### config.mk
export PLATFORM = sky130hd
export DESIGN_NAME = sd_spi_byte_engine
export DESIGN_NICKNAME = d
export VERILOG_FILES = /design/src/rtl/sd_spi_byte_engine.sv
export SDC_FILE = /design/constraint.sdc
export NUM_CORES = 1
export LEC_CHECK = 0
export ABC_AREA = 1
export BUFFER_PORTS_ARGS = -buffer_cell sky130_fd_sc_hd__buf_2
export CAP_MARGIN = 20
export CORE_AREA = 2 2 67 95
export DETAILED_ROUTE_END_ITERATION = 8
export DIE_AREA = 0 0 69 97
export PLACE_DENSITY = 0.51
export SYNTH_ARGS = -nofsm -noshare
export SYNTH_HDL_FRONTEND = slang
export SYNTH_SLANG_ARGS = --single-unit
### constraint.sdc
create_clock -name clk -period 1.55 [get_ports clk]
set_input_delay 0 -clock clk [delete_from_list [all_inputs] [get_ports clk]]
set_output_delay 0 -clock clk [all_outputs]
set_load 0.05 [all_outputs]
### src/rtl/sd_spi_byte_engine.sv
// sd_spi_byte_engine: byte-wide SPI master, mode 0, for the SD-card socket.
// Shifts one byte out on mosi (MSB first) while shifting one byte in from miso.
// Each transfer ends with a one-clk done pulse that clears the CPU-visible busy
// flag. Chip select is a plain software-written bit.
// Optional build macro: SD_SPI_MISO_SYNC_EN adds a 2-flop synchronizer on miso.
module sd_spi_byte_engine #(
  parameter int unsigned SLOW_DIV = 63,  // init-rate sclk half-period, clk cycles
  parameter int unsigned FAST_DIV = 4,   // data-rate sclk half-period, clk cycles
  parameter bit          CS_IDLE  = 1'b1 // cs_n level after reset
) (
  input  logic       clk,
  input  logic       reset,
  input  logic       wr_stb,
  input  logic [7:0] wr_data,
  input  logic       fast,
  input  logic       cs_wr,
  input  logic       cs_data,
  output logic [7:0] rd_data,
  output logic       busy,
  output logic       done,
  output logic       sclk,
  output logic       mosi,
  input  logic       miso,
  output logic       cs_n
);

  localparam logic [7:0] SLOW_DIV8 = 8'(SLOW_DIV);
  localparam logic [7:0] FAST_DIV8 = 8'(FAST_DIV);

  typedef enum logic [1:0] {
    IDLE = 2'd0,
    LOW  = 2'd1,
    HIGH = 2'd2,
    DONE = 2'd3
  } state_t;

  state_t     state_reg, state_next;
  logic [7:0] half_div_reg;   // divisor latched at transfer start
  logic [7:0] half_cnt_reg;   // counts down the current sclk half-period
  logic [2:0] bit_cnt_reg;    // index of the bit currently on the wire
  logic [7:0] tx_reg;         // transmit shifter, mosi bit taken from the top
  logic [7:0] rx_reg;         // receive shifter, miso enters at the bottom
  logic       miso_s;         // miso as seen by the sampling logic
  logic [7:0] sel_div;
  logic       half_zero;

  assign sel_div   = fast ? FAST_DIV8 : SLOW_DIV8;
  assign half_zero = (half_cnt_reg == 8'd0);

`ifdef SD_SPI_MISO_SYNC_EN
  logic [1:0] miso_sync_reg;

  // Two-flop synchronizer; the sample point stays at the LOW->HIGH transition,
  // so the captured bit is miso as it was two clocks earlier.
  always_ff @(posedge clk) begin
    if (reset) begin
      miso_sync_reg <= 2'b11;
    end else begin
      miso_sync_reg <= {miso_sync_reg[0], miso};
    end
  end

  assign miso_s = miso_sync_reg[1];
`else
  assign miso_s = miso;
`endif

  // State register.
  always_ff @(posedge clk) begin
    if (reset) begin
      state_reg <= IDLE;
    end else begin
      state_reg <= state_next;
    end
  end

  // Next-state logic: each half-period ends when the countdown reaches zero.
  always_comb begin
    state_next = state_reg;
    case (state_reg)
      IDLE: if (wr_stb) state_next = LOW;
      LOW:  if (half_zero) state_next = HIGH;
      HIGH: begin
        if (half_zero) begin
          state_next = (bit_cnt_reg == 3'd7) ? DONE : LOW;
        end
      end
      DONE:    state_next = IDLE;
      default: state_next = IDLE;
    endcase
  end

  // Datapath and registered outputs, advanced alongside the state register.
  always_ff @(posedge clk) begin
    if (reset) begin
      half_div_reg <= 8'd0;
      half_cnt_reg <= 8'd0;
      bit_cnt_reg  <= 3'd0;
      tx_reg       <= 8'd0;
      rx_reg       <= 8'd0;
      rd_data      <= 8'h00;
      busy         <= 1'b0;
      done         <= 1'b0;
      sclk         <= 1'b0;
      mosi         <= 1'b1;
      cs_n         <= CS_IDLE;
    end else begin
      done <= 1'b0;
      case (state_reg)
        IDLE: begin
          // Chip select is only writable between transfers; a simultaneous
          // start sees the new level from the very first sclk edge.
          if (cs_wr) cs_n <= cs_data;
          if (wr_stb) begin
            tx_reg       <= wr_data;
            mosi         <= wr_data[7];
            half_div_reg <= sel_div;
            half_cnt_reg <= sel_div - 8'd1;
            bit_cnt_reg  <= 3'd0;
            busy         <= 1'b1;
          end
        end
        LOW: begin
          if (half_zero) begin
            sclk         <= 1'b1;
            rx_reg       <= {rx_reg[6:0], miso_s};
            half_cnt_reg <= half_div_reg - 8'd1;
          end else begin
            half_cnt_reg <= half_cnt_reg - 8'd1;
          end
        end
        HIGH: begin
          if (half_zero) begin
            sclk <= 1'b0;
            if (bit_cnt_reg != 3'd7) begin
              bit_cnt_reg  <= bit_cnt_reg + 3'd1;
              tx_reg       <= {tx_reg[6:0], 1'b0};
              mosi         <= tx_reg[6];
              half_cnt_reg <= half_div_reg - 8'd1;
            end
          end else begin
            half_cnt_reg <= half_cnt_reg - 8'd1;
          end
        end
        DONE: begin
          rd_data <= rx_reg;
          done    <= 1'b1;
          busy    <= 1'b0;
          mosi    <= 1'b1;
        end
        default: begin
          busy <= 1'b0;
        end
      endcase
    end
  end

endmodule

# After elaboration in Yosys (flattened, before gate mapping)
# Index checks and enable logic that the tools add are counted.
[totals]
in_bits = 15
elab_cells = 71
register_bits = 49
[op_classes]
n_eq_ne = 10
add_sub_neg = 4
n_mux = 29
reduce_logical = 16
[op_table]
columns = ["cell", "count"]
rows = [
  ["8-bit two-way mux", 4],
  ["8-bit case mux with 3 select lines", 1],
  ["7-bit two-way mux", 3],
  ["8-bit by 1-bit subtractor with 8-bit output, second input constant", 2],
  ["7-bit case mux with 2 select lines", 1],
  ["3-bit two-way mux", 3],
  ["3-bit AND reduction", 3],
  ["8-bit zero test", 1],
  ["2-bit two-way mux", 4],
  ["2-bit != test, second input constant", 4],
  ["2-bit case mux with 4 select lines", 1],
  ["2-bit AND reduction", 4],
  ["4-bit AND reduction", 2],
  ["1-bit two-way mux", 7],
  ["6-bit by 1-bit subtractor with 7-bit output, second input constant", 1],
  ["6-bit two-way mux", 1],
  ["3-bit != test, second input constant", 2],
  ["3-bit case mux with 2 select lines", 1],
  ["2-bit nonzero test", 3],
  ["3-bit nonzero test", 2],
  ["2-bit == test, second input constant", 2],
  ["1-bit case mux with 2 select lines", 2],
  ["3-bit by 1-bit adder with 3-bit output, second input constant", 1],
  ["3-bit == test, second input constant", 1],
  ["other kinds (3)", 3],
]

# Longest topological paths before layout
# Gate-level depths: netlist of run 1.
[depth]
word_depth = 4
ltp_mapped = 14
depth_no_buf = 14

# Worst setup path after synthesis of run 1
# No wires, ideal clock.
[synth_timing]
path_kind = "register to register"
from = "register state_reg[0]"
to = "register half_cnt_reg[7]"
setup_ns = 0.116
n_path_buf = 1
required_ns = 1.434
t_arrival_ns = 1.551
path_slack_ns = -0.117
stages_incl_launch_ff = 12
cell_sequence = "dfxtp_1 inv_1 ha_1 buf_2 nand2_2 inv_1 nand2_1 nand2_1 nor2_1 nand4_1 o21ai_0 nor2_1"
[synth_via]
elab_chain_len = 3
[synth_lines]
columns = ["item", "line_no", "source"]
rows = [
  ["start: declaration", "37", "state_t state_reg, state_next;"],
  ["start signal: assignment", "73", "state_reg <= state_next;"],
  ["2-bit == test (tied with other cells)", "109", "case (state_reg)"],
  ["3-bit != test (no line) (tied with other cells)", "-", ""],
  ["3-bit AND reduction (no line)", "-", ""],
  ["end signal: assignment", "118", "half_cnt_reg <= sel_div - 8'd1;"],
  ["end signal: assignment", "127", "half_cnt_reg <= half_div_reg - 8'd1;"],
  ["end signal: assignment", "129", "half_cnt_reg <= half_cnt_reg - 8'd1;"],
  ["end: declaration", "39", "logic [7:0] half_cnt_reg;"],
]
# Several ways; a longest one is shown, not always the timed one.
# A chain may end at the register's enable or synchronous reset.

# Worst setup path in the final report of run 1
[layout_timing]
from = "register half_cnt_reg[3]"
to = "register half_cnt_reg[6]"
[layout_via]
elab_chain_len = 3
[layout_lines]
columns = ["item", "line_no", "source"]
rows = [
  ["8-bit by 1-bit subtractor with 8-bit output / 8-bit zero test (equally long branches)", "129, 142, 48", ""],
  ["8-bit two-way mux (tied with other cells)", "133", "if (half_zero) begin"],
  ["8-bit case mux with 3 select lines / 3-bit AND reduction (equally long branches)", "-", ""],
]
# Several ways; a longest one is shown, not always the timed one.

==> results by group, run 1 <==
Outcome
  • Status: complete, but fails checks
  • Failing checks: negative setup slack

Critical path
  • R2R cell count: 14
  • CP delay by family, top: simple AND/OR/NAND/NOR gates
  • RR Startpoint: half_cnt_reg[3]
  • Max incr delay on CP: 0.34 ns
  • FF-to-FF End: half_cnt_reg[6]
  • Crit path to: half_cnt_reg[6]
  • Crit start category: flop
  • Worst-path fanout max: 3
  • Reg2reg setup slack: -0.03 ns
  • Critical path depth: 14
  • CP required: 1.75 ns
  • WP buf/inv: 2
  • CP startpoint: half_cnt_reg[3]
  • Worst path slowest cell: dfxtp_2
  • CP Class: flop to flop
  • Cell chain of the critical path: nor2_2 > nand2_2 > nor2_4 > nand2_4 > inv_4 > nor2_2 > ha_4 > inv_2 > nor2_4 > nand2_2 > nor3_2 > nand2_1 > nand2_1 > nor2_1
  • Critical path arrival: 1.78 ns
  • CP Capture Type: flop

Clock network
  • CTS buffer count: 5
  • Clk pin slew, worst setup/hold paths: 0.08 ns
  • H-tree Lvls: 2
  • Clk Tree Root Cell: clkbuf_8
  • Skew-Pair Late Insertion Delay: roughly 0.30 ns
  • CTS tree: yes
  • CTS Sinks: between 40 and 50
  • Longest Clk Path Bufs: 2

Synth
  • XOR/XNOR Fraction of Synth Area: 0%
  • Mapped Cells: 274
  • Count of cell types in the netlist: 27
  • Register area share after synthesis: 43.0%
  • Yosys reg bits: 43
  • Post-Synth Adder-Cell Area: 5.62%
  • Post-synth EDFFs: 0
  • Largest family of logic cells by synthesized area: simple AND/OR/NAND/NOR gates
  • Mean Syn Cell Area: ~7.3 um^2
  • Synth warn: 0
  • Mux cell area share after synthesis: 0%
  • Compound-gate portion of the synthesized area: 18.6%
  • Mapped Nets: about 300
  • Synth Cell Area: 2000 um^2
  • Main synth FF type: dfxtp_1
  • Simple-gate portion of the synthesized area: between 20% and 30%
  • Ys async rst share: 0%

Finish
  • Fin nets: 369
  • Utilization after layout: 51.5%
  • ANT cells: 0
  • FILL cells: a little under 600
  • Commonest non-fill, non-tap cell in the layout: nor2_1
  • Finished Cell Area: approximately 3000 um^2
  • Commonest cells after routing, fill and taps aside: nor2_1 (42), dfxtp_1 (32), buf_4 (32)
  • Share of cells above drive strength 1: 47.7%
  • Layout area overhead: 48.5%

Floorplan
  • Num rows: 33
  • Die W: 69 um
  • Starting density of the core: 34.7%
  • Core region area: 5780 um^2
  • Die footprint: 6690 um^2
  • Die height: 97 um
  • I/O Pins: 28

STA
  • Final hold slack: 0.0241 ns
  • Endpoints failing setup: 2
  • RSZ-0062 raised after global routing: true
  • Final worst slack: -0.0324 ns
  • Rel. slew slack: 74.5%
  • Slew @ Worst Pin: 0.382 ns
  • Pins Over Slew Limit: 0
  • Hold Vio Cnt, Final: 0
  • Max frequency: 632 MHz
  • Period Utilization, post-route: 102%
  • Clk_skew: 0.0121 ns
  • Post-route minimum period: 1.58 ns

GRT
  • Total gr overflow: 0
  • Vias in the first global route: 1920
  • Largest net degree at the start of global routing: 17
  • First-pass GRT wire length: 8250 um
  • Initial antenna violation count: 0
  • Tot GR Track Use: 15.1%

Pwr
  • PwrDens: about 2000 nW/um^2
  • Pleak: 1.40 nW
  • Logic pwr share: 59.5%
  • Worst vdd ir: 0.000858 V
  • Seq pwr share: 27.7%
  • Int Power: 3.35 mW
  • Clock Power Share: around 13%
  • Switching pwr: 2.59 mW
  • Sw Ratio: a little over two fifths

Drt
  • Via count: 1940
  • Routed WL per cell: ~12 um
  • Final ANT Viol Nets: 0
  • Post-route DRC: 0
  • Vias per cell: 4.66
  • DR iter-0 viols: 56
  • Pre-antenna DRT Iters: 4
  • WL final: 4960 um

Place
  • Routability Congestion: around 0.76
  • Post-placement cell area: 2450 um^2
  • Hpwl dp: 3560 um
  • Port-buffer cells: 27
  • Worst slack, placed: -0.0757 ns

Job
  • Max-cap viol count: 0

Worst hold path
  • Hold crit path type: input pin to flop
==> cells by family after synthesis <==
kind of cell	count (synthesis)
adder cells (fa/ha/maj)	9
flip-flops	43
AO/OA/AOI/OAI	66
AND/OR/NAND/NOR	118
buffers and inverters	38
==> power groups by stage <==
| stage | combinational [mW] | clock (mW) | sequential (mW) |
|---|---|---|---|
| 6_report | 3.53 | 0.757 | 1.64 |
| 4_1_cts | 2.76 | 0.777 | 1.60 |
| 3_5_place_dp | 2.55 | 0 | 1.62 |
| 2_1_floorplan | 1.48 | 0 | 1.84 |
| 5_1_grt | 3.88 | 0.830 | 1.68 |
| 3_3_place_gp | 2.55 | 0 | 1.61 |
==> synth_stat cells, types with 2 or more instances <==
| cell | instances | area, um^2 |
|---|---|---|
| a21oi_1 | 20 | 100 |
| dfxtp_1 | 43 | 861 |
| clkinv_1 | 2 | 7.51 |
| inv_1 | 28 | 105 |
| clkbuf_1 | 4 | 15.0 |
| nor2_2 | 2 | 12.5 |
| ha_1 | 9 | 113 |
| nand2_2 | 2 | 12.5 |
| a21oi_2 | 3 | 26.3 |
| o21ai_0 | 37 | 185 |
| buf_2 | 2 | 10.0 |
| nand2_1 | 45 | 169 |
| nand3_1 | 7 | 35.0 |
| nor2_1 | 54 | 203 |
| buf_6 | 2 | 22.5 |
| nor2_4 | 2 | 22.5 |
| nor3_1 | 2 | 10.0 |
==> metal layers <==
metal	share of wire, %	wire length [um]	up-vias	global-route usage (%)
met5	0	0	-	0
met4	1.9	93	0	6.94
met3	2.0	97	6	2.71
met2	56	2770	16	28.6
met1	40	2000	896	15.6
li1	-	-	1022	-
==> worst min path at each step <==
stage	start	to	slack (ns)	cells past startpoint
floorplan	cs_data	cs_n	0.15	2
global route	reset	tx_reg[5]	0.05	2
finish	wr_stb	busy	0.02	3
global placement	cs_data	cs_n	0.24	3
detailed placement	cs_data	cs_n	0.25	3
CTS	wr_stb	busy	0.006	3
==> through the flow <==
stage | TNS [ns] | power, mW | std cells
floorplan | -0.0197 | 3.32 | 274
global placement | -0.222 | 4.16 | 396
detailed placement | -0.397 | 4.17 | 396
CTS | -0.125 | 5.13 | 412
global route | -1.10 | 6.40 | 416
finish | -0.0341 | 5.93 | 416
==> layout make-up <==
| cell class | instances | area (um^2) | area share (%) |
|---|---|---|---|
| Clock buffer | 6 | 82.6 | 2.78 |
| Sequential cell | 43 | 877 | 29.5 |
| Timing Repair Buffer | 72 | 517 | 17.4 |
| Multi-Input combinational cell | 193 | 1280 | 42.9 |
| Clock inverter | 2 | 13.8 | 0.463 |
| Tap cell | 70 | 87.6 | 2.94 |
| Inverter | 30 | 120 | 4.04 |
==> tightest hold or removal path, stage by stage <==
cell,delay (ns)
buf_2,0.14
a21oi_1,0.07
nor2_1,0.08
==> timing repair <==
action	in CTS	in global routing
hold buffers	4	0
setup buffers	4	4
setup endpoints to repair	12	28
pin swaps	7	30
resized for setup	17	92
hold endpoints to repair	3	0
cloned	0	0
No activity file was read; power rests on OpenSTA's default activity.
==> inputs of run 2 (changes only) <==
Settings changed: CTS_CLUSTER_DIAMETER set to 80, PLACE_DENSITY 0.51 to unset.
==> run 2 against run 1 <==
- the run still ends with negative setup slack left
- power shrank 1.4%
- clock skew is 0.0032 ns lower
- die area stayed put
- clock power up 37%
- register-to-register slack got worse by 0.05 ns
- via count rose by 1.3%
- hold slack worse by 0.0085 ns
- sequential power about the same
- critical path depth did not move
- count of clock-buffer cells in the layout unchanged
- sequential cell count unchanged
- critical path type unchanged
==> results by group, run 2 (synthesis results as in run 1) <==
STA
  • Period Utilization, post-route: 105% (+3.0 points)
  • Post-route minimum period: 1.63 ns (+0.0472 ns)
  • Endpoints failing setup: 9 (+7)
  • Slew @ Worst Pin: 0.540 ns (+0.159 ns)
  • Rel. slew slack: 63.9% (-11 points)
  • Pins Over Slew Limit: 0 (unchanged)
  • Max frequency: 614 MHz (-2.9%)
  • Final worst slack: -0.0796 ns (-0.0472 ns)
  • Setup TNS: -0.324 ns (-0.290 ns)
  • RSZ-0062 raised after global routing: true
  • Clk_skew: 0.00890 ns (-0.00323 ns)
  • Hold Vio Cnt, Final: 0 (unchanged)

Drt
  • Pre-antenna DRT Iters: 4 (unchanged)
  • DR iter-0 viols: 90 (+61%)
  • Via count: 1966 (+1.3%)
  • Vias per cell: 4.77 (+2.3%)
  • WL final: 5010 um (+1.1%)
  • Final ANT Viol Nets: 0 (unchanged)
  • Routed WL per cell: 12.2 um (+2.1%)
  • Post-route DRC: 0 (unchanged)

Critical path
  • Critical path arrival: 1.82 ns (+0.04 ns)
  • Worst-path fanout max: 3 (unchanged)
  • FF-to-FF End: half_cnt_reg[4]
  • Reg2reg setup slack: -0.08 ns (-0.05 ns)
  • CP Capture Type: flop
  • R2R cell count: 14 (unchanged)
  • CP required: 1.74 ns (about the same)
  • RR Startpoint: half_cnt_reg[5]
  • CP Class: flop to flop
  • Crit start category: flop

GRT
  • Tot GR Track Use: 15.3% (+0.24 points)
  • First-pass GRT wire length: 8450 um (+2.4%)
  • Total gr overflow: 0 (unchanged)
  • Largest net degree at the start of global routing: 17 (unchanged)
  • Vias in the first global route: 1939 (+0.99%)
  • Initial antenna violation count: 0 (unchanged)

Pwr
  • Int Power: 3.43 mW (+2.4%)
  • Worst vdd ir: 0.000849 V (-1.1%)
  • Seq pwr share: 28.0% (+0.3 points)
  • Clock Power Share: 17.7% (+4.9 points)
  • PwrDens: 2030 nW/um^2 (+1.9%)
  • Pleak: 1.35 nW (-3.1%)
  • Logic pwr share: 54.2% (-5.3 points)
  • Total Power: 5.85 mW (-1.4%)
  • Sw Ratio: 41.4% (-2.2 points)
  • Switching pwr: 2.42 mW (-6.3%)

Floorplan
  • Num rows: 33 (unchanged)
  • I/O Pins: 28 (unchanged)
  • Starting density of the core: 34.7% (unchanged)
  • Die height: 97 um (unchanged)
  • Die footprint: 6690 um^2 (unchanged)
  • Die W: 69 um (unchanged)
  • Core region area: 5780 um^2 (unchanged)

Worst hold path
  • Hold-critical path depth: 2 (-1)
  • Hold crit path type: input pin to flop
  • HP Start: reset
  • Min-Delay Endpoint: half_cnt_reg[0]

Finish
  • Layout area overhead: 43.6%
  • Commonest non-fill, non-tap cell in the layout: nor2_1
  • ANT cells: 0 (unchanged)
  • Fin nets: 365 (-1.1%)
  • Share of cells above drive strength 1: 42.1% (-5.6 points)
  • FILL cells: 605 (+2.2%)
  • Commonest cells after routing, fill and taps aside: nor2_1 (43), nand2_1 (36), dfxtp_1 (32), buf_4 (32), buf_2 (27)

Place
  • Hpwl dp: 3530 um (-0.85%)
  • Port-buffer cells: 27 (unchanged)
  • Routability Congestion: 0.833 (+10%)

Clock network
  • Longest Clk Path Bufs: 2 (unchanged)
  • CTS Sinks: 43 (unchanged)
  • CTS tree: yes
  • Clk Tree Root Cell: clkbuf_8
  • Skew-Pair Late Insertion Delay: 0.30 ns (about the same)
  • CTS buffer count: 5 (unchanged)
  • Clk pin slew, worst setup/hold paths: 0.08 ns (about the same)
  • H-tree Lvls: 2 (unchanged)

Job
  • Max-cap viol count: 0 (unchanged)

Outcome
  • Status: complete, but fails checks
  • Failing checks: negative setup slack
[run 2: layout make-up]
type,count,area (um^2),area share (%)
Clock inverter,2,60.1,2.09
Timing Repair Buffer,68,472,16.4
Multi-Input combinational cell,193,1190,41.4
Tap cell,70,87.6,3.04
Sequential cell,43,875,30.4
Inverter,30,119,4.13
Clock buffer,6,72.6,2.52
[run 2: what timing repair did]
item                                    4_1_cts  5_1_grt
gates resized for setup                       7       76
pin swaps                                     2       26
hold buffers                                  4        0
gates cloned                                  0        1
setup buffers                                 1        4
endpoints found under the setup margin       11       30
hold endpoints to repair                      3        0
[run 2: power groups by stage]
| stage | logic [mW] | clock network, mW | registers, mW |
|---|---|---|---|
| detailed placement | 2.51 | 0 | 1.63 |
| floorplan | 1.48 | 0 | 1.84 |
| CTS | 2.58 | 1.06 | 1.60 |
| finish | 3.17 | 1.04 | 1.64 |
| global placement | 2.50 | 0 | 1.62 |
| global route | 3.54 | 1.11 | 1.68 |
[run 2: how the worst max path moves through the flow]
stage	start	to	slack, ns	cells past startpoint
after floorplan	state_reg[0]	half_cnt_reg[7]	-0.02	11
after global placement	half_cnt_reg[5]	half_cnt_reg[6]	-0.09	14
after detailed placement	half_cnt_reg[7]	half_cnt_reg[6]	-0.11	14
after CTS	half_cnt_reg[5]	half_cnt_reg[6]	-0.11	14
after global routing	half_cnt_reg[6]	half_cnt_reg[6]	-0.23	14
final	half_cnt_reg[5]	half_cnt_reg[4]	-0.08	14
[run 2: routing by layer]
metal	share of wire, %	global-route usage [%]
met1	41	16.9
met2	56	29.3
met3	2.0	2.50
met4	1.2	4.52
met5	0	0
[run 2: critical path: stages, from the launching register on]
cell,delay [ns]
dfxtp_2,0.32
nor2_1,0.13
nand2_2,0.09
nor2_4,0.14
nand2_4,0.07
inv_4,0.07
nor2_4,0.04
ha_2,0.18
inv_2,0.06
nor2_4,0.04
nand2_2,0.09
buf_4,0.12
nand3_2,0.07
nand2_1,0.06
a21oi_1,0.05
[run 2: through the flow]
step / area (um^2) / hold slack (ns) / cells / setup WS [ns] / util [%]
final: 2880 / 0.0156 / 412 / -0.0796 / 49.8
after global routing: 2880 / 0.0364 / 412 / -0.231 / 49.8
after CTS: 2620 / 0.0125 / 407 / -0.115 / 45.4
after detailed placement: 2430 / 0.247 / 394 / -0.107 / 42.1
after global placement: 2430 / 0.238 / 394 / -0.0901 / 42.1
after floorplan: 2030 / 0.146 / 274 / -0.0197 / -
==> inputs of run 3 (changes only) <==
Settings changed: ABC_CLOCK_PERIOD_IN_PS set to 1500.
Clock period 1.55 ns to 1.5 ns, I/O delays scaled along.
==> run 3 against run 2 <==
- the run still ends with negative setup slack left
- core utilization rose by 1.2 points
- register-to-register slack got worse by 0.06 ns
- cell count rose by 0.97%
- wire length rose by 1.4%
- sequential share of layout area fell by 0.71 points
- critical endpoint is now half_cnt_reg[1]
- count of clock-buffer cells in the layout did not move
- clock skew fell by 0.0020 ns
- design area rose by 2.4%
- critical path depth fell by 5
- fmax fell by 0.83%
==> results by group, run 3 (synthesis results as in run 1) <==
Worst hold path
  • Hold crit path type: input pin to flop
  • Hold-critical path depth: 3 (+1)
  • Min-Delay Endpoint: half_div_reg[2]
  • HP Start: wr_stb

Critical path
  • CP delay by family, top: simple AND/OR/NAND/NOR gates
  • CP Capture Type: flop
  • FF-to-FF End: half_cnt_reg[1]
  • Worst-path fanout max: 6 (+3)
  • R2R cell count: 9 (-5)
  • Max incr delay on CP: 0.34 ns (+0.02 ns)
  • Reg2reg setup slack: -0.14 ns (-0.06 ns)
  • Critical path arrival: 1.85 ns (+0.03 ns)
  • WP buf/inv: 3 (unchanged)
  • Crit start category: flop
  • Cell chain of the critical path: nor2_2 > nand2_2 > nor2_4 > buf_6 > buf_6 > nand2_4 > nand2_8 > clkinvlp_4 > a311oi_2
  • CP required: 1.71 ns (-0.03 ns)
  • Worst path slowest cell: dfxtp_2
  • CP most frequent cell: buf_6
  • CP Class: flop to flop
  • RR Startpoint: half_cnt_reg[0]

Outcome
  • Failing checks: negative setup slack
  • Status: complete, but fails checks

STA
  • Period Utilization, post-route: 110% (+4.4 points)
  • Slew @ Worst Pin: 0.381 ns (-0.160 ns)
  • Max frequency: 609 MHz (-0.83%)
  • RSZ-0062 raised after global routing: true
  • Post-route minimum period: 1.64 ns (+0.0136 ns)
  • Final hold slack: 0.0225 ns (+0.00687 ns)
  • Final worst slack: -0.143 ns (-0.0636 ns)
  • Pins Over Slew Limit: 0 (unchanged)
  • Hold Vio Cnt, Final: 0 (unchanged)
  • Endpoints failing setup: 22 (+13)
  • Rel. slew slack: 74.6% (+11 points)
  • Setup TNS: -1.73 ns (-1.41 ns)
  • Clk_skew: 0.00685 ns (-0.00205 ns)

Finish
  • Share of cells above drive strength 1: 45.4% (+3.3 points)
  • ANT cells: 0 (unchanged)
  • Commonest non-fill, non-tap cell in the layout: nor2_1
  • Utilization after layout: 51.0% (+1.2 points)
  • Fin nets: 369 (+1.1%)
  • Layout area overhead: 47.0%
  • Commonest cells after routing, fill and taps aside: nor2_1 (43), nand2_1 (36), dfxtp_1 (32), buf_4 (32), buf_2 (27)
  • Finished Cell Area: 2950 um^2 (+2.4%)

GRT
  • Tot GR Track Use: 14.4% (-0.95 points)
  • First-pass GRT wire length: 7940 um (-6.0%)
  • Total gr overflow: 0 (unchanged)
  • Vias in the first global route: 1778 (-8.3%)
  • Initial antenna violation count: 0 (unchanged)
  • Largest net degree at the start of global routing: 17 (unchanged)

Place
  • Hpwl dp: 3310 um (-6.3%)
  • Routability Congestion: 0.850 (+2.0%)
  • Port-buffer cells: 27 (unchanged)
  • Post-placement cell area: 2450 um^2 (+0.77%)

Pwr
  • Pleak: 1.39 nW (+2.7%)
  • Worst vdd ir: 0.000877 V (+3.3%)
  • PwrDens: 2080 nW/um^2 (+2.2%)
  • Total Power: 6.12 mW (+4.6%)

Floorplan
  • Num rows: 33 (unchanged)
  • Core region area: 5780 um^2 (unchanged)
  • I/O Pins: 28 (unchanged)
  • Die footprint: 6690 um^2 (unchanged)
  • Die W: 69 um (unchanged)
  • Die height: 97 um (unchanged)
  • Starting density of the core: 34.7% (unchanged)

Job
  • Max-cap viol count: 0 (unchanged)

Drt
  • Routed WL per cell: 12.2 um (+0.46%)
  • DR iter-0 viols: 53 (-41%)
  • WL final: 5090 um (+1.4%)
  • Final ANT Viol Nets: 0 (unchanged)
  • Post-route DRC: 0 (unchanged)
  • Vias per cell: 4.74 (-0.76%)
  • Via count: 1970 (+0.20%)
  • Pre-antenna DRT Iters: 4 (unchanged)

Clock network
  • CTS buffer count: 5 (unchanged)
  • Longest Clk Path Bufs: 2 (unchanged)
  • Clk Tree Root Cell: clkbuf_8
  • CTS tree: yes
  • Skew-Pair Late Insertion Delay: 0.30 ns (about the same)
  • Clk pin slew, worst setup/hold paths: 0.08 ns (about the same)
  • CTS Sinks: 43 (unchanged)
  • H-tree Lvls: 2 (unchanged)
[run 3: cell count changes in the layout (fill, tap and decap cells not counted), moves of 3 or more]
| cell | before | now |
|---|---|---|
| o21ai_0 | 22 | 19 |
| ha_2 | 1 | 4 |
| o21ai_2 | 8 | 15 |
| buf_6 | 5 | 9 |
| o21ai_1 | 8 | 5 |
[run 3: power by group]
part	internal, mW	switching [mW]
registers	1.50	0.189
clock network	0.539	0.399
logic	1.48	2.01
[run 3: area by class of cell]
class | instances | area (um^2)
Clock inverter | 2 | 35.0
Sequential cell | 43 | 875
Clock buffer | 6 | 82.6
Multi-Input combinational cell | 193 | 1230
Timing Repair Buffer | 72 | 517
Tap cell | 70 | 87.6
Fill cell | 562 | 2840
Inverter | 30 | 119
[run 3: worst reg2reg max path, delay by kind of cell, from the launching register on]
family,cells,cell delay [ns]
compound gates,1,0.29
flops,1,0.34
buf+inv,3,0.40
simple gates,5,0.54
[run 3: per-stage QoR]
step	cells	setup WS, ns
final	416	-0.143
after global routing	416	-0.223
after CTS	409	-0.0875
after detailed placement	396	-0.0956
after global placement	396	-0.132
after floorplan	274	-0.0274
[run 3: worst max path at each step]
stage | start | endpoint | depth (start not counted)
6_report | half_cnt_reg[0] | half_cnt_reg[1] | 9
3_5_place_dp | bit_cnt_reg[0] | half_cnt_reg[7] | 10
4_1_cts | half_cnt_reg[6] | half_cnt_reg[6] | 14
3_3_place_gp | half_cnt_reg[5] | half_cnt_reg[1] | 9
5_1_grt | half_cnt_reg[0] | half_cnt_reg[4] | 14
2_1_floorplan | half_cnt_reg[5] | half_cnt_reg[6] | 14
[run 3: routing by layer]
layer | vias up | track usage (%) | routed length [um]
met4 | 0 | 6.03 | 106
met1 | 910 | 16.1 | 2100
met2 | 24 | 25.8 | 2770
li1 | 1027 | - | -
met3 | 9 | 3.02 | 109
met5 | - | 0 | 0
[run 3: timing repair]
item / in CTS / in global routing
gates cloned: 0 / 1
hold endpoints to repair: 3 / 0
endpoints found under the setup margin: 18 / 29
pin swaps: 8 / 16
setup buffers: 1 / 6
resized for setup: 22 / 75
hold buffers: 4 / 0
